### src/rtl/instr_mem_loader_if.sv
// ---------------------------------------------------------------------------
// instr_mem_loader_if
// Groups the byte-stream handshake and the instruction-memory write port of
// the instruction memory loader.
//
// Handshake: a byte moves from the host to the loader on a rising clock edge
// where byte_valid and byte_ready are both 1. byte_data is only meaningful
// while byte_valid is 1. byte_ready does not depend on byte_valid.
//
// Signals:
//   byte_valid   host -> loader  byte_data valid this cycle
//   byte_data    host -> loader  incoming stream byte
//   byte_ready   loader -> host  loader accepts a byte this cycle
//   mem_wr_en    loader -> mem   one-cycle write strobe
//   mem_wr_addr  loader -> mem   word address
//   mem_wr_data  loader -> mem   32-bit word
//
// Modports:
//   loader : the loader side (slave of the byte stream, master of memory)
//   host   : the environment side (byte source and memory sink)
// ---------------------------------------------------------------------------
interface instr_mem_loader_if #(
    parameter int ADDR_W = 8
);
    logic              byte_valid;
    logic [7:0]        byte_data;
    logic              byte_ready;
    logic              mem_wr_en;
    logic [ADDR_W-1:0] mem_wr_addr;
    logic [31:0]       mem_wr_data;

    modport loader (
        input  byte_valid,
        input  byte_data,
        output byte_ready,
        output mem_wr_en,
        output mem_wr_addr,
        output mem_wr_data
    );

    modport host (
        output byte_valid,
        output byte_data,
        input  byte_ready,
        input  mem_wr_en,
        input  mem_wr_addr,
        input  mem_wr_data
    );
endinterface

### src/rtl/instr_mem_loader.sv
// ---------------------------------------------------------------------------
// instr_mem_loader
// Writer side of the CPU instruction memory. Parses a framed byte stream
//   SYNC_BYTE, LEN_LO, LEN_HI, LEN x {b0,b1,b2,b3}, CHK
// assembles little-endian 32-bit words and writes them to consecutive word
// addresses starting at 0. CHK is the XOR of the two length bytes and all
// data bytes. The CPU is held in reset from the sync byte until a frame
// completes with a good checksum.
//
// Ports:
//   clk          system clock
//   rst_n        asynchronous active-low reset
//   bus          byte stream + memory write port (loader modport)
//   cpu_hold     CPU reset request (CPU held while 1)
//   load_done    last frame completed with good checksum
//   load_error   last frame rejected (bad checksum or oversize length)
//   dbg_state_o  current FSM state, for observation only
// ---------------------------------------------------------------------------
module instr_mem_loader #(
    parameter int         ADDR_W    = 8,
    parameter logic [7:0] SYNC_BYTE = 8'hA5
) (
    input  logic                  clk,
    input  logic                  rst_n,
    instr_mem_loader_if.loader    bus,
    output logic                  cpu_hold,
    output logic                  load_done,
    output logic                  load_error,
    output logic [2:0]            dbg_state_o
);

    typedef enum logic [2:0] {
        S_IDLE   = 3'd0,
        S_LEN_LO = 3'd1,
        S_LEN_HI = 3'd2,
        S_DATA   = 3'd3,
        S_WRITE  = 3'd4,
        S_CHECK  = 3'd5,
        S_DONE   = 3'd6,
        S_ERR    = 3'd7
    } state_t;

    // Largest accepted word count: the whole memory.
    localparam logic [16:0] MAX_WORDS = 17'(2 ** ADDR_W);

    state_t            state_q, state_d;
    logic [15:0]       len_q,   len_d;
    logic [15:0]       cnt_q,   cnt_d;
    logic [ADDR_W-1:0] addr_q,  addr_d;
    logic [1:0]        idx_q,   idx_d;
    logic [31:0]       word_q,  word_d;
    logic [7:0]        chk_q,   chk_d;
    logic              hold_q,  hold_d;
    logic              done_q,  done_d;
    logic              err_q,   err_d;

    logic              take;
    logic [16:0]       len_full;

    assign take     = bus.byte_valid & bus.byte_ready;
    // Full length as it becomes known during the LEN_HI transfer.
    assign len_full = {1'b0, bus.byte_data, len_q[7:0]};

    assign bus.byte_ready  = (state_q != S_WRITE);
    assign bus.mem_wr_en   = (state_q == S_WRITE);
    assign bus.mem_wr_addr = addr_q;
    assign bus.mem_wr_data = word_q;
    assign cpu_hold        = hold_q;
    assign load_done       = done_q;
    assign load_error      = err_q;
    assign dbg_state_o     = state_q;

    always_ff @(posedge clk or negedge rst_n) begin
        if (!rst_n) begin
            state_q <= S_IDLE;
            len_q   <= '0;
            cnt_q   <= '0;
            addr_q  <= '0;
            idx_q   <= '0;
            word_q  <= '0;
            chk_q   <= '0;
            hold_q  <= 1'b0;
            done_q  <= 1'b0;
            err_q   <= 1'b0;
        end else begin
            state_q <= state_d;
            len_q   <= len_d;
            cnt_q   <= cnt_d;
            addr_q  <= addr_d;
            idx_q   <= idx_d;
            word_q  <= word_d;
            chk_q   <= chk_d;
            hold_q  <= hold_d;
            done_q  <= done_d;
            err_q   <= err_d;
        end
    end

    always_comb begin
        state_d = state_q;
        len_d   = len_q;
        cnt_d   = cnt_q;
        addr_d  = addr_q;
        idx_d   = idx_q;
        word_d  = word_q;
        chk_d   = chk_q;
        hold_d  = hold_q;
        done_d  = done_q;
        err_d   = err_q;

        case (state_q)
            S_IDLE, S_DONE, S_ERR: begin
                // Anything other than the sync byte is consumed and dropped.
                if (take && bus.byte_data == SYNC_BYTE) begin
                    done_d  = 1'b0;
                    err_d   = 1'b0;
                    chk_d   = '0;
                    addr_d  = '0;
                    cnt_d   = '0;
                    idx_d   = '0;
                    hold_d  = 1'b1;
                    state_d = S_LEN_LO;
                end
            end
            S_LEN_LO: begin
                if (take) begin
                    len_d[7:0] = bus.byte_data;
                    chk_d      = chk_q ^ bus.byte_data;
                    state_d    = S_LEN_HI;
                end
            end
            S_LEN_HI: begin
                if (take) begin
                    len_d[15:8] = bus.byte_data;
                    chk_d       = chk_q ^ bus.byte_data;
                    if (len_full == 17'd0) begin
                        state_d = S_CHECK;
                    end else if (len_full > MAX_WORDS) begin
                        // Rejecting here is what keeps addr_q from wrapping.
                        err_d   = 1'b1;
                        state_d = S_ERR;
                    end else begin
                        state_d = S_DATA;
                    end
                end
            end
            S_DATA: begin
                if (take) begin
                    word_d[{idx_q, 3'b000} +: 8] = bus.byte_data;
                    chk_d = chk_q ^ bus.byte_data;
                    idx_d = idx_q + 2'd1;
                    if (idx_q == 2'd3) begin
                        state_d = S_WRITE;
                    end
                end
            end
            S_WRITE: begin
                // The strobe is visible this cycle; bookkeeping lands at the edge.
                addr_d = addr_q + ADDR_W'(1);
                cnt_d  = cnt_q + 16'd1;
                idx_d  = '0;
                if (cnt_q + 16'd1 == len_q) begin
                    state_d = S_CHECK;
                end else begin
                    state_d = S_DATA;
                end
            end
            S_CHECK: begin
                if (take) begin
                    if (bus.byte_data == chk_q) begin
                        done_d  = 1'b1;
                        hold_d  = 1'b0;
                        state_d = S_DONE;
                    end else begin
                        err_d   = 1'b1;
                        state_d = S_ERR;
                    end
                end
            end
            default: state_d = S_IDLE;
        endcase
    end

endmodule
### src/flat_wrapper.sv
// flat-port wrapper written by rule: the top's interface ports become plain ports
module instr_mem_loader_flat 
#(
    parameter int         ADDR_W    = 8,
    parameter logic [7:0] SYNC_BYTE = 8'hA5
)
  (clk, rst_n, cpu_hold, load_done, load_error, dbg_state_o, bus_byte_valid, bus_byte_data, bus_byte_ready, bus_mem_wr_en, bus_mem_wr_addr, bus_mem_wr_data);
  instr_mem_loader_if #(.ADDR_W(ADDR_W)) bus_i ();
  input  logic clk;
  input  logic rst_n;
  output logic cpu_hold;
  output logic load_done;
  output logic load_error;
  output logic [2:0] dbg_state_o;
  input wire logic [$bits(bus_i.byte_valid)-1:0] bus_byte_valid;
  input wire logic [$bits(bus_i.byte_data)-1:0] bus_byte_data;
  output wire logic [$bits(bus_i.byte_ready)-1:0] bus_byte_ready;
  output wire logic [$bits(bus_i.mem_wr_en)-1:0] bus_mem_wr_en;
  output wire logic [$bits(bus_i.mem_wr_addr)-1:0] bus_mem_wr_addr;
  output wire logic [$bits(bus_i.mem_wr_data)-1:0] bus_mem_wr_data;
  assign bus_i.byte_valid = bus_byte_valid;
  assign bus_i.byte_data = bus_byte_data;
  assign bus_byte_ready = bus_i.byte_ready;
  assign bus_mem_wr_en = bus_i.mem_wr_en;
  assign bus_mem_wr_addr = bus_i.mem_wr_addr;
  assign bus_mem_wr_data = bus_i.mem_wr_data;
  instr_mem_loader #(.ADDR_W(ADDR_W), .SYNC_BYTE(SYNC_BYTE)) u_core (.clk(clk), .rst_n(rst_n), .bus(bus_i), .cpu_hold(cpu_hold), .load_done(load_done), .load_error(load_error), .dbg_state_o(dbg_state_o));
endmodule
### config.mk
export PLATFORM = sky130hd
export DESIGN_NAME = instr_mem_loader_flat
export DESIGN_NICKNAME = d
export VERILOG_FILES = /design/src/rtl/instr_mem_loader_if.sv /design/src/rtl/instr_mem_loader.sv /design/src/flat_wrapper.sv
export SDC_FILE = /design/constraint.sdc
export NUM_CORES = 1
export LEC_CHECK = 0
export ABC_CLOCK_PERIOD_IN_PS = 3600
export BUFFER_PORTS_ARGS = -buffer_cell sky130_fd_sc_hd__buf_2
export CAP_MARGIN = 20
export CORE_ASPECT_RATIO = 2
export CORE_UTILIZATION = 60
export DETAILED_ROUTE_END_ITERATION = 16
export GPL_TIMING_DRIVEN = 0
export PLACE_DENSITY = 0.81
export SETUP_SLACK_MARGIN = 0.02
export SYNTH_ARGS = -nofsm -noshare
export SYNTH_HDL_FRONTEND = slang
export SYNTH_SLANG_ARGS = --single-unit
### constraint.sdc
create_clock -name clk -period 3.6 [get_ports clk]
set_input_delay 0.54 -clock clk [delete_from_list [all_inputs] [get_ports clk]]
set_output_delay 0.54 -clock clk [all_outputs]
set_load 0.1 [all_outputs]
# Yosys cells after proc, flatten, opt, wreduce, memory -nomap -nowiden
# Index checks and enable logic that the tools add are counted.
# W data, S select, Z words.
# totals
register_bits,88
in_bits,11
out_inout_bits,48
wordCells,97
# op_classes
n_addsub,4
magnitude_cmp,1
eq_ne,23
shifts,2
muxes,35
bitwise_logic,2
n_reduce_logical,19
# op_table
op,count
$bwmux W32,1
$pmux W16 S2,1
$pmux W8 S2,2
$shift A8 B7 Y32 const A,1
$shiftx A8 B7 Y32,1
$mux W3,9
$ne A2 B1 Y1 const B,9
$pmux W3 S6,1
$logic_not A17 Y1,1
$add A16 B1 Y16 const B,1
$eq A16 B16 Y1,1
$gt A16 B9 Y1 const B,1
$mux W16,1
$mux W8,2
$eq A3 B3 Y1 const B,4
$mux W1,12
$add A8 B1 Y8 const B,1
$eq A8 B8 Y1,1
$eq A8 B8 Y1 const B,1
$reduce_and A2 Y1,4
$xor A8 B8 Y8,1
$neg A5 Y7,1
$reduce_and A7 Y1,1
$eq A3 B2 Y1 const B,2
18 further kinds,26

# Logic depth before layout (Yosys ltp)
# Gate-level depths: netlist (run 1).
# logic_depth
word_depth,5
depth_mapped,8
ltp_nobuf,7

# Worst setup path after synthesis (run 1)
# No wires, ideal clock.
# synth_timing
kind,flip-flop to output port
start,"register u_core.state_q[2], in the netlist u_core.dbg_state_o[2]"
end,output port bus_mem_wr_en
arrival_ns,2.618
required_time_ns,3.060
setup_slack_ns,0.442
path_stages_with_launch,5
path_buffers,2
path_cell_list,dfrtp_1 buf_2 nand2_1 inv_2 buf_1
# synth_between
elab_chain_cells,1
# synth_lines
item,line_no,text
start: declaration,instr_mem_loader.sv:46,"state_t state_q, state_d;"
start signal: assignment,instr_mem_loader.sv:86,state_q <= state_d;
$eq A3 B3 Y1,instr_mem_loader.sv:65,assign bus.mem_wr_en = (state_q == S_WRITE);
end: declaration,flat_wrapper.sv:18,output wire logic [$bits(bus_i.mem_wr_en)-1:0] bus_mem_wr_en;
# No other way between the ends.

# Worst setup path after layout (run 1)
# layout_timing
start,"register u_core.state_q[1], in the netlist u_core.dbg_state_o[1]"
end,output port bus_mem_wr_en
# Same word-level chain as after synthesis.

==> qor.yml, run 1 <==
skew_ns: 0.005298
io_buffers: 53
nets: 604
worst-path-buf-inv: 3
regArea_um2: 2202
synth_ff_type: "dfrtp_1"
gp_congestion: 0.9231
cts_buffers: 9
drt.antenna.violating_nets: 0
worst_slew_pin_slew_ns: 0.9028
synth_fp_nets: 539
power.total_mw: 5.145
cpMaxStageDelayCell: "buf_2"
drt_iter0_markers: 369
std_cell_rows: 45
grt_pass1_wl_mm: 19.87
tritoncts: "built"
clk_path_buf_depth: 2
syn_inst: 520
diodes: 0
cts_hold_buf: 0
dieArea_um2: 8315
min_period_over_period: 0.9071
cts_num_sinks: 88
slowest_delay_ns: 0.53
final-hold-violation-count: 0
synth_cell_types: 58
ios: 59
yosys_register_bits: 88
powerDensity_nw_per_um2: 946.8
area_growth_pct: 14.17
fill_cells: 636
cap_violations: 0
wl_mm: 12.35
syn_area_um2: 4760
post_cts_buffers: 0
ys_top_cells_by_area: "dfrtp_1 46%, nand2_1 8.2%, o21ai_0 8.0%, xnor2_1 4.6%, mux2_2 4.0%"
clk_pin_slew_ns: 0.06
initial_core_util: 0.6216
ir_drop_mv: 0.8661
num_vias: 4104
grt_overflow: 0
hold_path.class: "in -> async"
yosys.area.top_type: "dfrtp_1"
synth.top_cell.area_share: 0.4627
synth_edf_count: 0
viasPerCell: 6.026
clock-root-buffer: "clkbuf_16"
end_kind: "output port"
cts_max_level: 3
grt_pass1_vias: 4000
max_slew_margin: 0.3968
firstDrtPassIters: 5
rsz0062_at_grt: "no"
startpoint_type: "flop"
track_usage: 0.3215
clock.fmax_mhz: 306.2
min_period_ns: 3.266
core-area_um2: 7657
cp_max_fo: 10
ys_async_sr_fraction: 1.000
antenna_found_initial: 0
setup_viol: 0
die_x_um: 64.98
wl_per_cell_um: 18.13
tns_ns: 0
die_h_um: 128.0
drc: 0
yosysSeqAreaShare: 0.4627
critPathTopFamily: "buffers and inverters"
drive_gt1_frac: 0.1908
worstPathCellList: "nor2_2, nand2_1, inv_2, buf_1, buf_2"
power_leakage_nw: 2.381
post_cts.resized_instances: 0
arrival_ns: 2.73
multiInputGateArea_um2: 2381
crit_required_ns: 3.06
postSynthAreaPerCell_um2: 9.153
run_status: "finished, final reports clean"
criticalPathCategory: "reg -> out"
grt_max_degree: 62
yosys_warnings: 0
slew_viol_final: 0
clock_latency_ns: 0.34
place_hpwl_mm: 8.949
layout make-up:
| class | instances | share of cell area |
|---|---|---|
| clock buffer | 12 | 0.04720 |
| clock inverter | 1 | 0.0009210 |
| timing repair buffer | 54 | 0.05434 |
| multi-input combinational | 393 | 0.4382 |
| buffer | 32 | 0.02763 |
| inverter | 7 | 0.004835 |
| sequential | 88 | 0.4052 |
| tap | 94 | 0.02164 |
power breakdown:
part / total, mW / switching [mW] / internal (mW)
Clock: 0.856 / 0.364 / 0.493
Combinational: 2.65 / 1.87 / 0.780
Sequential: 1.64 / 0.318 / 1.32
Total: 5.14 / 2.55 / 2.60
cells in the mapped netlist, types with 7 or more instances:
master      n
mux2_2     17
nor2b_1     9
nand3_1    12
nand4_1    12
a22o_1      9
o31ai_1     7
nand2_1   104
dfrtp_1    88
a31oi_1     8
ha_1        8
o21ai_0    76
nor4_1      7
clkbuf_1   17
a21oi_1     8
nor3_1      7
xnor2_1    25
nor2_1     29
per-layer routing:
| metal | share of wire | up-vias | track usage | wire length [um] |
|---|---|---|---|---|
| met2 | 0.55 | 134 | 0.5870 | 6793 |
| li1 | - | 1949 | - | - |
| met3 | 0.038 | 35 | 0.05694 | 465 |
| met1 | 0.37 | 1986 | 0.3402 | 4556 |
| met4 | 0.043 | 0 | 0.1660 | 533 |
| met5 | 0 | - | 0 | 0 |
through the flow:
stage,setup slack [ns],util,hold WS (ns),instance area [um^2],cells
after global placement,0.7191,0.6716,0.4605,5142,667
after CTS,0.3134,0.7096,0.1290,5434,681
after detailed placement,0.6793,0.6755,0.4739,5172,668
after floorplan,0.4422,-,0.2444,4760,520
after global routing,0.2295,0.7096,0.1478,5434,681
final,0.3345,0.7096,0.1187,5434,681
state kept, by name, indices dropped and copies added (netlist names):
name	cells
u_core.bus.mem_wr_addr	8
u_core.load_done	1
u_core.idx_q	2
u_core.dbg_state_o	3
u_core.cpu_hold	1
u_core.load_error	1
u_core.chk_q	8
u_core.len_q	16
u_core.bus.mem_wr_data	32
u_core.cnt_q	16
cell usage in the layout, fill, tap and decap left out, drive strengths merged, types with 2 or more instances in the layout:
cell / n
nor2b: 9
a31oi: 8
inv: 6
o31ai: 8
clkbuf: 29
or2: 2
o211ai: 3
nor3b: 4
a21oi: 9
nand3: 12
nand2: 105
xor2: 7
xnor2: 25
nor2: 30
buf: 69
o21ai: 77
mux2i: 2
and4: 2
clkinv: 2
and3: 7
dfrtp: 88
a21o: 2
nand4: 12
a22o: 9
nor3: 8
ha: 8
nor4: 8
nand2b: 3
mux2: 17
a221oi: 4
worst reg2reg max path, cell delays in order, from the launching register on:
cell	delay [ns]
dfrtp_1	0.47
ha_1	0.37
nand3_1	0.28
nor2_1	0.28
xnor2_1	0.15
a221oi_1	0.12
or4_1	0.58
o31ai_2	0.23
cell families (layout without fill, tap and decap cells):
group | Yosys count | count (layout) | synth area share
buffers and inverters | 39 | 106 | 0.03706
AOI/OAI and AO/OA | 128 | 128 | 0.1651
and+or+nand+nor | 206 | 206 | 0.2085
muxes | 19 | 19 | 0.04521
adders and majority gates | 8 | 8 | 0.02103
DFF | 88 | 88 | 0.4627
xor gates and xnor gates | 32 | 32 | 0.06046
final timing paths:
path,start,end,slack (ns),cells past startpoint
max,u_core.dbg_state_o[1]$_DFFE_PN0P_,bus_mem_wr_en,0.33,5
min,rst_n,u_core.cnt_q[4]$_DFFE_PN0P_,0.12,1
max reg2reg,u_core.cnt_q[1]$_DFFE_PN0P_,u_core.dbg_state_o[2]$_DFFE_PN0P_,1.02,7
min reg2reg,u_core.bus.mem_wr_data[15]$_DFFE_PN0P_,u_core.bus.mem_wr_data[15]$_DFFE_PN0P_,0.48,2
max in group asynchronous,rst_n,u_core.bus.mem_wr_data[10]$_DFFE_PN0P_,2.84,2
min in group clk,u_core.bus.mem_wr_data[15]$_DFFE_PN0P_,u_core.bus.mem_wr_data[15]$_DFFE_PN0P_,0.48,2
(Power assumes the default switching activity.)
==> run 2, diff against run 1 <==
--- a/config.mk
+++ b/config.mk
@@ -5,14 +5,14 @@
 export SDC_FILE = /design/constraint.sdc
 export NUM_CORES = 1
 export LEC_CHECK = 0
-export ABC_CLOCK_PERIOD_IN_PS = 3600
+export ABC_CLOCK_PERIOD_IN_PS = 2800
 export BUFFER_PORTS_ARGS = -buffer_cell sky130_fd_sc_hd__buf_2
 export CAP_MARGIN = 20
 export CORE_ASPECT_RATIO = 2
-export CORE_UTILIZATION = 60
+export CORE_UTILIZATION = 53
 export DETAILED_ROUTE_END_ITERATION = 16
 export GPL_TIMING_DRIVEN = 0
-export PLACE_DENSITY = 0.81
+export PLACE_DENSITY = 0.76
 export SETUP_SLACK_MARGIN = 0.02
 export SYNTH_ARGS = -nofsm -noshare
 export SYNTH_HDL_FRONTEND = slang
==> constraint.sdc (replaced) <==
create_clock -name clk -period 2.8 [get_ports clk]
set_input_delay 0.42 -clock clk [delete_from_list [all_inputs] [get_ports clk]]
set_output_delay 0.42 -clock clk [all_outputs]
set_load 0.1 [all_outputs]
==> qor.yml, run 2 (same netlist as run 1, synthesis figures left out) <==
core-area_um2: 8648  # was 7657 um^2
fin_hold_ws_ns: 0.01249  # was 0.1187 ns
placed_area_um2: 5189  # was 5172 um^2
drc: 0  # unchanged
regArea_um2: 2202  # unchanged
reg2regPathDepth: 6  # was 7
slew_viol_final: 0  # unchanged
startpoint_type: "flop"  # unchanged
final_util: 0.6350  # was 0.7096
comb_power_share: 0.507  # was 0.514
drt.antenna.violating_nets: 0  # unchanged
clk_path_buf_depth: 2  # unchanged
min_period_ns: 2.587
antenna_found_initial: 0  # unchanged
p_int_mw: 3.424  # was 2.597 mW
cap_violations: 0  # unchanged
crit_required_ns: 2.38  # was 3.06 ns
post-place-ws_ns: 0.07588  # was 0.6793 ns
cts_hold_buf: 0  # unchanged
rr_startpoint: "u_core.cnt_q[1]$_DFFE_PN0P_"  # unchanged
r2r-end: "u_core.dbg_state_o[2]$_DFFE_PN0P_"  # unchanged
num_vias: 4071  # was 4,104
final_area_um2: 5492  # was 5434 um^2
grt_max_degree: 59  # was 62
cpMaxStageDelayCell: "dfrtp_1"  # was buf_2
cts_buffers: 9  # unchanged
power_leakage_nw: 2.396  # was 2.381 nW
swShare: 0.4901  # was 0.4953
die_h_um: 136.0  # was 128.0 um
p_switching_mw: 3.291  # was 2.548 mW
timing.reg2reg.setup_slack_ns: 0.23  # was 1.02 ns
cp_max_fo: 10  # unchanged
arrival_ns: 2.17  # was 2.73 ns
min_period_over_period: 0.9239
layout.cells.most_common: "nand2_1"  # unchanged
drive_gt1_frac: 0.1969  # was 0.1908
power.total_mw: 6.715  # was 5.145 mW
fill_cells: 746  # was 636
largest_reg_flops: 32  # unchanged
io_buffers: 53  # unchanged
end_kind: "output port"  # unchanged
criticalPathCategory: "reg -> out"  # unchanged
final_cell_mix: "103 x nand2_1, 88 x dfrtp_1, 76 x o21ai_0, 57 x buf_2, 29 x nor2_1"  # was 104 x nand2_1, 88 x dfrtp_1, 76 x o21ai_0, 58 x buf_2, 29 x nor2_1
die_x_um: 69.01  # was 64.98 um
nets: 604  # unchanged
grt_overflow: 0  # unchanged
wl_per_cell_um: 17.69  # was 18.13 um
hold_path.class: "in -> async"  # unchanged
place_hpwl_mm: 8.997  # was 8.949 mm
grt_pass1_vias: 4051  # was 4,000
ir_drop_mv: 1.155  # was 0.8661 mV
setup_viol: 0  # unchanged
clock_latency_ns: 0.34  # about the same
grt_pass1_wl_mm: 19.84  # was 19.87 mm
final-hold-violation-count: 0  # unchanged
max_slew_margin: 0.3715  # was 0.3968
clk_pin_slew_ns: 0.06  # about the same
clock.fmax_mhz: 386.6
wl_mm: 12.19  # was 12.35 mm
powerDensity_nw_per_um2: 1223  # was 946.8 nW/um^2
drt_iter0_markers: 275  # was 369
viasPerCell: 5.909  # was 6.026
track_usage: 0.2716  # was 0.3215
skew_ns: 0.006438  # was 0.005298 ns
firstDrtPassIters: 6  # was 5
diodes: 0  # unchanged
dieArea_um2: 9386  # was 8315 um^2
worst_slew_pin_slew_ns: 0.9356  # was 0.9028 ns
slowest_delay_ns: 0.45  # was 0.53 ns
multiInputGateArea_um2: 2389  # was 2381 um^2
worstPathCellList: "nor2_4, nand2_2, inv_2, clkdlybuf4s15_2, buf_6"  # was nor2_2, nand2_1, inv_2, buf_1, buf_2
run_status: "finished, final reports clean"  # unchanged
final_cells: 689  # was 681
timing.final.ws_setup_ns: 0.2131  # was 0.3345 ns
std_cell_rows: 48  # was 45
ios: 59  # unchanged
rsz0062_at_grt: "no"  # unchanged
gp_congestion: 0.9430  # was 0.9231
tns_ns: 0  # unchanged
cts_num_sinks: 88  # unchanged
area_growth_pct: 15.38  # was 14.17%
clock-root-buffer: "clkbuf_16"  # unchanged
dp_cells: 674  # was 668
tritoncts: "built"  # unchanged
clockPowerShare: 0.177  # was 0.166
initial_core_util: 0.5503  # was 0.6216
p_seq_frac: 0.316  # was 0.319
cts_max_level: 3  # unchanged
## run 2: worst max-delay path by stage
stage / to / cells after the start / from
after CTS: bus_mem_wr_en / 5 / u_core.dbg_state_o[1]$_DFFE_PN0P_
after detailed placement: bus_mem_wr_en / 5 / u_core.dbg_state_o[1]$_DFFE_PN0P_
after global placement: bus_mem_wr_en / 5 / u_core.dbg_state_o[1]$_DFFE_PN0P_
final: bus_mem_wr_en / 5 / u_core.dbg_state_o[1]$_DFFE_PN0P_
after global routing: u_core.dbg_state_o[2]$_DFFE_PN0P_ / 7 / u_core.cnt_q[1]$_DFFE_PN0P_
after floorplan: u_core.cnt_q[12]$_DFFE_PN0P_ / 6 / u_core.dbg_state_o[2]$_DFFE_PN0P_
## run 2: layout make-up
cell class,count,share of cell area
Clock buffer,12,0.04488
Timing Repair Buffer,54,0.05491
Multi-Input combinational cell,393,0.4350
Clock inverter,3,0.007747
Inverter,7,0.004785
Buffer,32,0.02894
Tap cell,100,0.02278
Sequential cell,88,0.4010
## run 2: routing by layer
metal | global-route usage | vias up | part of all wire
met5 | 0 | - | 0
met4 | 0.1644 | 0 | 0.041
li1 | - | 1940 | -
met1 | 0.2865 | 1986 | 0.37
met3 | 0.03929 | 35 | 0.030
met2 | 0.5016 | 110 | 0.55
## run 2: power groups by stage
stage | clock (mW) | combinational, mW | sequential, mW
floorplan | 0 | 1.73 | 3.08
global placement | 0 | 3.31 | 2.10
detailed placement | 0 | 3.38 | 2.12
CTS | 1.20 | 3.40 | 2.11
global route | 1.24 | 3.66 | 2.17
finish | 1.19 | 3.41 | 2.12
## run 2: timing repair
item / CTS / global route
endpoints found under the hold margin: 0 / 0
gates resized for setup: 2 / 2
setup endpoints to repair: 1 / 1
setup buffers: 0 / 0
## run 2: critical path: cells and delay by family (launching register included)
family | cells | cell delay (ns)
flops | 1 | 0.45
buf+inv | 3 | 0.85
simple gates | 2 | 0.51
